<file path="src/rtl/lsu_bus_master_pkg.sv">
// Shared types and constants for the LSU bus master: access sizes, FSM states, response codes.
package lsu_bus_master_pkg;

    typedef enum logic [1:0] {
        SizeB = 2'd0,
        SizeH = 2'd1,
        SizeW = 2'd2,
        SizeD = 2'd3
    } size_e;

    typedef enum logic [1:0] {
        StIdle = 2'd0,
        StBus  = 2'd1,
        StDone = 2'd2
    } state_e;

    localparam logic [1:0] RESP_OK = 2'b00;

    // True when the low address bits are a multiple of the access size.
    function automatic logic is_aligned(input logic [2:0] offset, input size_e size);
        logic ok;
        ok = 1'b1;
        unique case (size)
            SizeB: ok = 1'b1;
            SizeH: ok = (offset[0] == 1'b0);
            SizeW: ok = (offset[1:0] == 2'b00);
            SizeD: ok = (offset == 3'b000);
            default: ok = 1'b1;
        endcase
        return ok;
    endfunction

endpackage

</file>
<file path="src/rtl/lsu_align.sv">
// Byte-lane steering: write strobes, write-data shift, and load shift plus sign/zero extension.
module lsu_align
    import lsu_bus_master_pkg::*;
(
    input  logic [2:0]  offset,
    input  size_e       size,
    input  logic        is_unsigned,
    input  logic [63:0] wdata,
    input  logic [63:0] rdata_raw,
    output logic [7:0]  wstrb,
    output logic [63:0] wdata_lane,
    output logic [63:0] rdata_ext
);

    logic [5:0]  bit_off;
    logic [7:0]  strb_base;
    logic [63:0] rshift;

    assign bit_off    = {offset, 3'b000};
    assign wdata_lane = wdata << bit_off;
    assign rshift     = rdata_raw >> bit_off;
    assign wstrb      = strb_base << offset;

    always_comb begin
        strb_base = 8'h01;
        rdata_ext = rshift;
        unique case (size)
            SizeB: begin
                strb_base = 8'h01;
                rdata_ext = is_unsigned ? {56'd0, rshift[7:0]} : {{56{rshift[7]}}, rshift[7:0]};
            end
            SizeH: begin
                strb_base = 8'h03;
                rdata_ext = is_unsigned ? {48'd0, rshift[15:0]}
                                        : {{48{rshift[15]}}, rshift[15:0]};
            end
            SizeW: begin
                strb_base = 8'h0F;
                rdata_ext = is_unsigned ? {32'd0, rshift[31:0]}
                                        : {{32{rshift[31]}}, rshift[31:0]};
            end
            SizeD: begin
                strb_base = 8'hFF;
                rdata_ext = rshift;
            end
            default: begin
                strb_base = 8'h01;
                rdata_ext = rshift;
            end
        endcase
    end

endmodule

</file>
<file path="src/rtl/lsu_bus_master.sv">
// LSU-to-bus bridge: accepts one pipeline memory request, runs a valid/ready bus transfer with
// timeout, and returns an extended load result with error and misalignment flags.
module lsu_bus_master
    import lsu_bus_master_pkg::*;
#(
    parameter int unsigned TIMEOUT_CYCLES = 255
) (
    input  logic        clk,
    input  logic        rst_n,
    input  logic        lsu_valid_i,
    input  logic        lsu_we_i,
    input  logic [63:0] lsu_addr_i,
    input  logic [1:0]  lsu_size_i,
    input  logic        lsu_unsigned_i,
    input  logic [63:0] lsu_wdata_i,
    output logic        lsu_ready_o,
    output logic        lsu_done_o,
    output logic [63:0] lsu_rdata_o,
    output logic        lsu_err_o,
    output logic        lsu_misalign_o,
    output logic        valid_o,
    output logic        req_o,
    output logic [63:0] addr_o,
    output logic [63:0] data_write_o,
    output logic [7:0]  wstrb_o,
    input  logic        ready_i,
    input  logic [63:0] data_read_i,
    input  logic [1:0]  resp_i
);

    localparam logic [15:0] TimeoutLimit = 16'(TIMEOUT_CYCLES);

    state_e      state_q, state_d;
    logic [15:0] cnt_q, cnt_d;
    logic [63:0] addr_q, wdata_q, rdata_q;
    logic [7:0]  wstrb_q;
    logic        we_q, uns_q, err_q, mis_q;
    size_e       size_q;

    logic        load_req, set_result, res_err, res_mis;
    logic [63:0] res_rdata;
    logic        in_idle;
    logic [2:0]  align_off;
    size_e       align_size;
    logic [7:0]  lane_strb;
    logic [63:0] lane_wdata, load_ext;

    assign in_idle = (state_q == StIdle);

    // Write lanes come from the incoming request; read extension uses the registered transfer.
    assign align_off  = in_idle ? lsu_addr_i[2:0] : addr_q[2:0];
    assign align_size = in_idle ? size_e'(lsu_size_i) : size_q;

    lsu_align u_align (
        .offset      (align_off),
        .size        (align_size),
        .is_unsigned (uns_q),
        .wdata       (lsu_wdata_i),
        .rdata_raw   (data_read_i),
        .wstrb       (lane_strb),
        .wdata_lane  (lane_wdata),
        .rdata_ext   (load_ext)
    );

    always_comb begin
        state_d    = state_q;
        cnt_d      = cnt_q;
        load_req   = 1'b0;
        set_result = 1'b0;
        res_err    = 1'b0;
        res_mis    = 1'b0;
        res_rdata  = 64'd0;
        unique case (state_q)
            StIdle: begin
                if (lsu_valid_i) begin
                    if (!is_aligned(lsu_addr_i[2:0], size_e'(lsu_size_i))) begin
                        state_d    = StDone;
                        set_result = 1'b1;
                        res_mis    = 1'b1;
                    end else begin
                        state_d  = StBus;
                        load_req = 1'b1;
                        cnt_d    = 16'd0;
                    end
                end
            end
            StBus: begin
                if (ready_i) begin
                    state_d    = StDone;
                    set_result = 1'b1;
                    res_err    = (resp_i != RESP_OK);
                    res_rdata  = (we_q || res_err) ? 64'd0 : load_ext;
                end else if (cnt_q + 16'd1 == TimeoutLimit) begin
                    state_d    = StDone;
                    set_result = 1'b1;
                    res_err    = 1'b1;
                end else begin
                    cnt_d = cnt_q + 16'd1;
                end
            end
            StDone:  state_d = StIdle;
            default: state_d = StIdle;
        endcase
    end

    always_ff @(posedge clk or negedge rst_n) begin
        if (!rst_n) begin
            state_q <= StIdle;
            cnt_q   <= 16'd0;
            addr_q  <= 64'd0;
            we_q    <= 1'b0;
            size_q  <= SizeB;
            uns_q   <= 1'b0;
            wdata_q <= 64'd0;
            wstrb_q <= 8'd0;
            rdata_q <= 64'd0;
            err_q   <= 1'b0;
            mis_q   <= 1'b0;
        end else begin
            state_q <= state_d;
            cnt_q   <= cnt_d;
            if (load_req) begin
                addr_q  <= lsu_addr_i;
                we_q    <= lsu_we_i;
                size_q  <= size_e'(lsu_size_i);
                uns_q   <= lsu_unsigned_i;
                wdata_q <= lsu_we_i ? lane_wdata : 64'd0;
                wstrb_q <= lsu_we_i ? lane_strb : 8'd0;
            end
            if (set_result) begin
                rdata_q <= res_rdata;
                err_q   <= res_err;
                mis_q   <= res_mis;
            end
        end
    end

    assign lsu_ready_o    = in_idle;
    assign lsu_done_o     = (state_q == StDone);
    assign lsu_rdata_o    = rdata_q;
    assign lsu_err_o      = err_q;
    assign lsu_misalign_o = mis_q;
    assign valid_o        = (state_q == StBus);
    assign req_o          = we_q;
    assign addr_o         = addr_q;
    assign data_write_o   = wdata_q;
    assign wstrb_o        = wstrb_q;

endmodule

</file>
<file path="config.mk">
export PLATFORM = sky130hd
export DESIGN_NAME = lsu_bus_master
export DESIGN_NICKNAME = d
export VERILOG_FILES = /design/src/rtl/lsu_bus_master_pkg.sv /design/src/rtl/lsu_align.sv /design/src/rtl/lsu_bus_master.sv
export SDC_FILE = /design/constraint.sdc
export NUM_CORES = 1
export LEC_CHECK = 0
export CORE_MARGIN = 3
export CORE_UTILIZATION = 45
export DETAILED_ROUTE_END_ITERATION = 8
export PLACE_DENSITY = 0.84
export SLEW_MARGIN = 30
export SYNTH_ARGS = -nofsm -noshare
export SYNTH_HDL_FRONTEND = slang
export SYNTH_HIERARCHICAL = 1
export SYNTH_SLANG_ARGS = --single-unit
export TNS_END_PERCENT = 10
</file>
<file path="constraint.sdc">
create_clock -name clk -period 4 [get_ports clk]
set_clock_uncertainty 0.15 [all_clocks]
set_input_delay 1 -clock clk [delete_from_list [all_inputs] [get_ports clk]]
set_output_delay 1 -clock clk [all_outputs]
set_load 0.02 [all_outputs]
</file>
; Word level (Yosys, flattened, before mapping)
; Cells that the tools add are included.
[classes]
n_bitwise = 1
mux = 36
reduce_logical = 10
addsub = 1
n_eq_ne = 14
shift = 3
[ops]
columns = operator, count
row1 = two-way mux 64 bit, 7
row2 = case mux 64 bit (4 select lines), 1
row3 = two-way mux 16 bit, 4
row4 = << shifter 64 x 6 -> 64 bit, 1
row5 = right shift 64 x 6 -> 64 bit, 1
row6 = case mux 16 bit (2 select lines), 1
row7 = case mux 8 bit (4 select lines), 1
row8 = "adder 16 x 1 -> 16 bit, second input constant", 1
row9 = "equality test 16 x 8 -> 1 bit, second input constant", 1
row10 = two-way mux 1 bit, 12
row11 = "equality test 2 bit, second input constant", 5
row12 = two-way mux 2 bit, 5
row13 = logical NOT 2 bit, 4
row14 = two-way mux 8 bit, 1
row15 = << shifter 8 x 3 -> 8 bit, 1
row16 = "equality test 2 x 1 -> 1 bit, second input constant", 3
row17 = "!= test 2 bit, second input constant", 3
row18 = AND reduction 5 bit, 1
row19 = case mux 1 bit (4 select lines), 1
row20 = case mux 2 bit (2 select lines), 1
row21 = nonzero test 2 bit, 2
row22 = logical NOT 3 bit, 1
row23 = two-way mux 3 bit, 1
row24 = "!= test 3 x 1 -> 1 bit, second input constant", 1
row25 = 5 further kinds, 5
[totals]
in_bits = 202
register_bits = 224

; Longest topological paths before layout
[logic_depth]
ltp_word = 8
ltp_mapped = 13

; Cells and area by module
; The synthesis kept the hierarchy.
[modules_own_cells]
columns = module, cells_each, instances, seq_area_each_um2, area_per_inst_um2
row1 = lsu_bus_master, 776, 1, 5605.4, 9054.9
row2 = lsu_align, 551, 1, 0.0, 4192.8

; Least setup slack after synthesis
; No wires, ideal clock.
[synth_timing]
kind = register to register
from = reg state_q[0]
to = reg rdata_q[21] (netlist: lsu_rdata_o[21])
arrival_ns = 2.875
path_stages_with_launch = 12
setup_time_ns = 0.121
path_slack_ns = 0.854
cell_sequence = dfrtp_1 -> nor2_1 -> mux2_2 -> buf_2 -> nor2b_1 -> clkbuf_1 -> a22oi_1 -> nand4_1 -> buf_2 -> buf_4 -> o211ai_2 -> a22o_1
[synth_via]
elab_chain_len = 8
word_cells_on_any_way = 17
[synth_lines]
columns = element, line_no
row1 = from (decl), lsu_bus_master.sv:33  ; state_e state_q, state_d;
row2 = from (signal assigned), lsu_bus_master.sv:108  ; state_q <= StIdle;
row3 = from (signal assigned), lsu_bus_master.sv:120  ; state_q <= state_d;
row4 = logical NOT 2 bit (*), lsu_bus_master.sv:48  ; assign in_idle = (state_q == StIdle);
row5 = named net lsu_ready_o, lsu_bus_master.sv:16  ; output logic lsu_ready_o,
row6 = two-way mux 3 bit (*), lsu_bus_master.sv:51  ; assign align_off = in_idle ? lsu_addr_i[2:0] : addr_q[2:0];
row7 = named net align_off[2], lsu_bus_master.sv:43  ; logic [2:0] align_off;
row8 = right shift 64 x 6 -> 64 bit (*), lsu_align.sv:21  ; assign rshift = rdata_raw >> bit_off;
row9 = two-way mux 64 bit (on tied branches), "lsu_align.sv:39, lsu_align.sv:30, lsu_align.sv:34"
row10 = case mux 64 bit (4 select lines) (*), lsu_align.sv:27  ; unique case (size)
row11 = named net load_ext[21], lsu_bus_master.sv:46  ; logic [63:0] lane_wdata, load_ext;
row12 = two-way mux 64 bit (*), lsu_bus_master.sv:92  ; res_rdata = (we_q || res_err) ? 64'd0 : load_ext;
row13 = two-way mux 64 bit (*), lsu_bus_master.sv:88  ; if (ready_i) begin
row14 = two-way mux 64 bit (*), lsu_bus_master.sv:73  ; unique case (state_q)
row15 = to (signal assigned), lsu_bus_master.sv:131  ; rdata_q <= res_rdata;
row16 = to (decl), lsu_bus_master.sv:35  ; logic [63:0] addr_q, wdata_q, rdata_q;
; The timed path passes the listed nets; every way through them passes the cells marked *.
; A chain may end at the register's enable or synchronous reset.

; Worst setup path after layout
[layout_timing]
from = reg state_q[0]
to = reg rdata_q[51] (netlist: lsu_rdata_o[51])
[layout_via]
elab_chain_len = 8
word_cells_on_any_way = 17
[layout_lines]
columns = element, line_no
row1 = logical NOT 2 bit (*), lsu_bus_master.sv:48
row2 = two-way mux 3 bit (*), lsu_bus_master.sv:51
row3 = named net align_off[2], lsu_bus_master.sv:43
row4 = right shift 64 x 6 -> 64 bit (*), lsu_align.sv:21
row5 = two-way mux 64 bit (on tied branches), "lsu_align.sv:39, lsu_align.sv:30, lsu_align.sv:34"
row6 = case mux 64 bit (4 select lines) (*), lsu_align.sv:27
row7 = named net load_ext[51], lsu_bus_master.sv:46
row8 = two-way mux 64 bit (*), lsu_bus_master.sv:92
row9 = two-way mux 64 bit (*), lsu_bus_master.sv:88
row10 = two-way mux 64 bit (*), lsu_bus_master.sv:73
; Marks and branches as above.

==> impl_metrics.json <==
{
  "synth.distinct_cells": 65,
  "critPathSlowestCell": "or4b_4",
  "portBuffers": 407,
  "ys.flop_type": "dfrtp_1",
  "leakagePower_uw": 0.008116,
  "status": "completed",
  "ys.warnings.count": 6,
  "cts_tree": "yes",
  "htree_levels": 1,
  "cts_root_buffer": "clkbuf_16",
  "async_flop_share_pct": 100.0,
  "coreArea_mm2": 0.02886,
  "worst_slew_pin_slew_ns": 0.8918,
  "peakVddDrop_mv": 0.6019,
  "wl_per_cell_um": 24.30,
  "p_per_area_mw_per_mm2": 816.1,
  "grt_pass1_vias": 12620,
  "grt_max_degree": 96,
  "slew_violations": 0,
  "hold_class": "reg -> reg",
  "clkTransAtPathRegs_ns": 0.07,
  "dp.cells": 2042,
  "via_per_inst": 6.045,
  "setup_viol_count_final": 0,
  "whs_ns": 0.3138,
  "dr.pass1.iters": 5,
  "final-seq-area_mm2": 0.005605,
  "critPathLaunchType": "flop",
  "dp_hpwl_um": 36840,
  "num_vias": 12650,
  "cts_hold_buf": 0,
  "route.final.wire_length_um": 50850,
  "die_y_um": 177.6,
  "stdcell_count": 2093,
  "worstSetupPathType": "reg -> reg",
  "p_total_uw": 15180,
  "cts_buffer_depth": 3,
  "yosysSeqAreaShare_pct": 42.31,
  "cp_cell_sequence": "nor2_1 -> mux2_2 -> buf_12 -> nor2_1 -> a22o_1 -> or4b_4 -> buf_12 -> o2111ai_1 -> a22o_1",
  "die-width_um": 177.6,
  "slew_headroom_pct": 40.54,
  "route.met2.wl_um": 24780,
  "initial_utilization_pct": 45.91,
  "hold_viol": 0,
  "num-fill-cells": 2260,
  "rsz0062_at_grt": "no",
  "multiInputGateArea_mm2": 0.007025,
  "synth_top_area_share_pct": 42.31,
  "clk_latency_ns": 0.53,
  "grt_overflow": 0,
  "synth_area_leaders": "dfrtp_1 42%, mux2_2 8.5%, nand2_1 7.1%, mux4_2 5.4%, mux2i_1 5.1%",
  "place_area_mm2": 0.01772,
  "worstPathRequired_ns": 4.32,
  "grt_pass1_wl_um": 75470,
  "tns_ns": 0,
  "top_layer_used": "met4",
  "syn_area_mm2": 0.01325,
  "critPathCaptureType": "flop",
  "syn_nets": 1531,
  "die_area_mm2": 0.03153,
  "row_count": 62,
  "drt_iter0_drc": 1580,
  "fin_crit_sh_pct": 84.16,
  "cts_setup_buffers": 0,
  "final_cell_area_mm2": 0.01860,
  "num_io_pins": 408,
  "ant_nets": 0,
  "synth_edf_count": 0,
  "cts_made_buffers": 26,
  "cp_data_arrival_time_ns": 3.69,
  "final_nets": 1890,
  "clock_sinks": 224,
  "path_max_fanout": 60,
  "met3WireLength_um": 4660,
  "place_congestion": 0.9661,
  "drc": 0,
  "met1_length_um": 18630,
  "timing.fmax_mhz": 297.1,
  "synth_cells": 1327,
  "maxCapViolCount": 0,
  "synth_top_area_cell": "dfrtp_1",
  "synth_seq_cells": 224,
  "avgSynthCellArea_um2": 9.983,
  "slowest_delay_ns": 0.69,
  "antenna_found_initial": 5,
  "gr-usage-all-layers_pct": 30.98,
  "syn_to_final_growth_pct": 40.37,
  "cts_resized": 0,
  "timing.final.crit_period_ns": 3.366,
  "drive_gt1_share_pct": 16.55
}
## per-layer routing
layer / GRT usage [%] / up-vias
met3: 5.905 / 152
met4: 15.18 / 0
met5: 0 / -
li1: - / 5524
met1: 38.27 / 6161
met2: 52.04 / 816
## placed cells by master (no fill, tap or decap), types with 5 or more instances in the layout
cell type          n
nand3_1           76
mux2_2            98
and3_1             6
clkbuf_16         26
o211ai_2          14
nand2_1          251
a22oi_1            5
a22o_1            65
a31oi_1           11
a211o_1            7
buf_12            13
nor2_1            79
inv_1              8
o21ai_0           49
o22ai_1           11
dfrtp_1          224
mux4_2            32
buf_4             31
and2_1            20
nand4_2           26
o2111ai_1          8
mux2i_1           68
o2bb2ai_1         14
a21oi_1           39
diode_2            5
clkdlybuf4s50_1  405
nand4_1            8
nor2b_1            9
nor3_1            10
nand2b_1           7
clkbuf_8           7
## flip-flops by register name, indices dropped and copies added, names as in the netlist
register        flops
wstrb_o             8
addr_o             64
lsu_misalign_o      1
req_o               1
uns_q               1
lsu_err_o           1
state_q             2
lsu_rdata_o        64
cnt_q              16
size_q              2
data_write_o       64
## final timing paths
| path | from | to | slack [ns] | depth (start not counted) |
|---|---|---|---|---|
| setup reg to reg | state_q[0] | lsu_rdata_o[51] | 0.63 | 9 |
| setup / recovery | state_q[0] | lsu_rdata_o[51] | 0.63 | 9 |
| hold reg to reg | data_write_o[59] | data_write_o[59] | 0.31 | 2 |
| min in group asynchronous | rst_n | lsu_rdata_o[4] | 0.35 | 1 |
| max in group asynchronous | rst_n | addr_o[16] | 2.57 | 2 |
| hold / removal | data_write_o[59] | data_write_o[59] | 0.31 | 2 |
## final cells by class
| class | instances | area share, % |
|---|---|---|
| well taps | 384 | 2.584 |
| clock buffers | 36 | 4.078 |
| flip-flops and latches | 224 | 30.14 |
| diodes | 5 | 0.06729 |
| inverters | 11 | 0.2220 |
| multi-input cells | 972 | 37.78 |
| repair buffers | 451 | 24.56 |
| clock inverters | 10 | 0.5652 |
## stage by stage
stage	utilization (%)	worst slack [ns]
global placement	61.40	0.1377
CTS	64.39	0.6366
global route	64.44	0.4338
floorplan	-	0.8540
finish	64.44	0.6337
detailed placement	61.40	0.1557
## where the power goes
part           internal, uW  switching [uW]  leakage [uW]
sequential             3020             520       0.00293
clock                  1390            1010      0.000416
combinational          4060            5180       0.00477
total                  8470            6710       0.00812
## logic make-up (layout without fill, tap and decap cells)
logic type	after synthesis	after routing	share of synthesized area, %
buffers and inverters	131	508	5.072
muxes	200	200	19.08
and+or+nand+nor	512	512	18.76
DFF	224	224	42.31
other	0	5	0
xor gates and xnor gates	3	3	0.1984
adders and majority gates	2	2	0.1889
AOI/OAI and AO/OA	255	255	14.39
## cell usage after synthesis, types with 20 or more instances
library cell  count
dfrtp_1         224
a22o_1           65
and2_1           20
mux4_2           32
mux2i_1          68
o21ai_0          49
a21oi_1          39
clkbuf_1         45
nor2_1           81
buf_2            42
nand4_2          26
mux2_2          100
nand2_1         251
nand3_1          76
## critical path, delay by kind of cell, from the launching register on
family | cells | cell delay, ns
AO/OA/AOI/OAI | 3 | 0.51
buffers and inverters | 2 | 0.56
flip-flops | 1 | 0.40
multiplexers | 1 | 0.34
AND/OR/NAND/NOR | 3 | 1.32
(Power assumes the default switching activity.)
==> RTL change: new RTL, config.mk and constraints unchanged <==
The 3 states of `state_e` get a one-hot encoding in 3 bits.
--- a/src/rtl/lsu_bus_master_pkg.sv
+++ b/src/rtl/lsu_bus_master_pkg.sv
@@ -8,10 +8,10 @@
         SizeD = 2'd3
     } size_e;
 
-    typedef enum logic [1:0] {
-        StIdle = 2'd0,
-        StBus  = 2'd1,
-        StDone = 2'd2
+    typedef enum logic [2:0] {
+        StIdle = 3'b001,
+        StBus  = 3'b010,
+        StDone = 3'b100
     } state_e;
 
     localparam logic [1:0] RESP_OK = 2'b00;
Check against the original RTL: no difference found for any inputs over 4 cycles, from zero or initial values and one cycle with rst_n low; so few cycles prove little.
==> RTL change against the unedited design <==
Final area decreased by 0.55%; wire length decreased by 9.2%; setup slack got worse by 0.12 ns; maximum frequency decreased by 3.4%; core utilization increased by 0.87 points; area after synthesis decreased by 0.68%; first-iteration DRC count decreased by 31%; power decreased by 16%; sequential share of layout area increased by 0.31 points; die area decreased by 0.66%; sequential cell count increased by 1; via count decreased by 5.0%; critical path type is now flip-flop to output port; critical endpoint is now valid_o; largest cell class unchanged; highest routed layer is now met5.
==> RTL change: results (changes against the unedited design) <==
<table>
<tr><th>Metric</th><th>Value</th></tr>
<tr><th colspan="2">Outcome</th></tr>
<tr><td>Run status</td><td>completed (unchanged)</td></tr>
<tr><th colspan="2">Logic synthesis</th></tr>
<tr><td>Count of cell types in the netlist</td><td>66 (was 65)</td></tr>
<tr><td>Instance count of the mapped netlist</td><td>1310 (was 1327)</td></tr>
<tr><td>Parity-gate share of the synthesized area counting xor and xnor cells</td><td>0.333% (was 0.198%)</td></tr>
<tr><td>Total nets after synthesis</td><td>1514 (was 1531)</td></tr>
<tr><td>Multiplexer share of the synthesized area</td><td>19.4% (was 19.1%)</td></tr>
<tr><td>Post-synthesis compound-gate area fraction</td><td>16.9% (was 14.4%)</td></tr>
<tr><td>Most instantiated cells after synthesis</td><td>248 x nand2_1, 224 x dfrtp_1, 117 x o21ai_0 (was 251 x nand2_1, 224 x dfrtp_1, 100 x mux2_2)</td></tr>
<tr><td>Fraction of the yosys area taken by sequential cells</td><td>42.8% (was 42.3%)</td></tr>
<tr><th colspan="2">Critical path</th></tr>
<tr><td>Reg-to-reg startpoint</td><td>state_q[0]$_DFFE_PN1P_ (was state_q[0]$_DFFE_PN0P_)</td></tr>
<tr><td>Origin of the worst setup path</td><td>state_q[2]$_DFFE_PN0P_ (was state_q[0]$_DFFE_PN0P_)</td></tr>
<tr><td>Critical path endpoint</td><td>valid_o (was lsu_rdata_o[51]$_DFFE_PN0P_)</td></tr>
<tr><td>Critical path data arrival time</td><td>2.33 ns (was 3.69 ns)</td></tr>
<tr><td>CP Max Fanout</td><td>16 (was 60)</td></tr>
<tr><td>Worst r2r dst</td><td>lsu_rdata_o[48]$_DFFE_PN0P_ (was lsu_rdata_o[51]$_DFFE_PN0P_)</td></tr>
<tr><th colspan="2">Final layout</th></tr>
<tr><td>Fillers</td><td>2156 (was 2260)</td></tr>
<tr><td>Fraction of final layout cells sized beyond drive strength 1</td><td>16.4% (was 16.5%)</td></tr>
<tr><th colspan="2">Floorplan</th></tr>
<tr><td>Die X-Extent</td><td>177 um (was 178 um)</td></tr>
<tr><th colspan="2">Route</th></tr>
<tr><td>Total via count after detailed routing</td><td>12000 (was 12700)</td></tr>
<tr><td>Final Routed Wirelength</td><td>46200 um (was 50900 um)</td></tr>
<tr><th colspan="2">STA</th></tr>
<tr><td>Max-slew headroom</td><td>49.5% (was 40.5%)</td></tr>
<tr><th colspan="2">Placed design</th></tr>
<tr><td>Placer congestion estimate</td><td>0.997 (was 0.966)</td></tr>
<tr><th colspan="2">Global route</th></tr>
<tr><td>Vias in the first global route</td><td>12000 (was 12600)</td></tr>
<tr><td>Number of antenna violations at the first check in global routing</td><td>1 (was 5)</td></tr>
<tr><td>Global-route wire length before repair</td><td>70300 um (was 75500 um)</td></tr>
<tr><th colspan="2">Power</th></tr>
<tr><td>Largest voltage drop on the vdd net</td><td>353 uV (was 602 uV)</td></tr>
<tr><td>Sw Pwr</td><td>5.18 mW (was 6.71 mW)</td></tr>
<tr><th colspan="2">Hold path</th></tr>
<tr><td>Type of the tightest min-delay check</td><td>primary input to async pin (was flip-flop to flip-flop)</td></tr>
</table>
-- RTL change: final cells by class --
cell class | instances | area, um2 | share of cell area (%)
tap | 378 | 473 | 2.56
timing repair buffer | 446 | 4540 | 24.6
clock buffer | 37 | 773 | 4.18
inverter | 8 | 30.0 | 0.162
sequential | 225 | 5630 | 30.5
multi-input combinational | 957 | 6930 | 37.4
clock inverter | 11 | 118 | 0.636
-- RTL change: power by group through the flow --
| stage | Sequential [mW] | Combinational [mW] | Clock, mW |
|---|---|---|---|
| final | 3.34 | 7.02 | 2.44 |
| after global routing | 3.41 | 7.50 | 2.59 |
| after detailed placement | 3.38 | 6.96 | 0 |
| after CTS | 3.34 | 6.98 | 2.48 |
| after floorplan | 4.10 | 3.49 | 0 |
| after global placement | 3.34 | 6.86 | 0 |
-- RTL change: metrics by stage --
stage / setup slack (ns) / hold WS, ns / power [mW]
detailed placement: 0.290 / 0.319 / 10.3
global route: 0.381 / 0.355 / 13.5
floorplan: 0.691 / 0.296 / 7.59
CTS: 0.502 / 0.333 / 12.8
finish: 0.516 / 0.326 / 12.8
global placement: 0.360 / 0.311 / 10.2
-- RTL change: kinds of logic after synthesis --
group | count (synthesis)
simple gates | 425
compound gates | 323
buf+inv | 128
fa+ha+maj | 2
xor+xnor | 5
mux | 202
flops | 225
-- RTL change: per-layer routing --
| metal | share of wire, % | GRT usage (%) | vias up |
|---|---|---|---|
| li1 | - | - | 5457 |
| met1 | 37 | 35.2 | 5745 |
| met2 | 47 | 47.2 | 676 |
| met3 | 9.8 | 6.41 | 145 |
| met4 | 6.3 | 14.3 | 2 |
| met5 | 0.015 | 0 | - |
-- RTL change: critical path, stage by stage (launching register included) --
cell and delay, ns:
dfrtp_1 0.40, nor2_1 0.11, nand2_1 0.05, buf_4 0.19, inv_1 0.36, clkdlybuf4s50_1 0.71
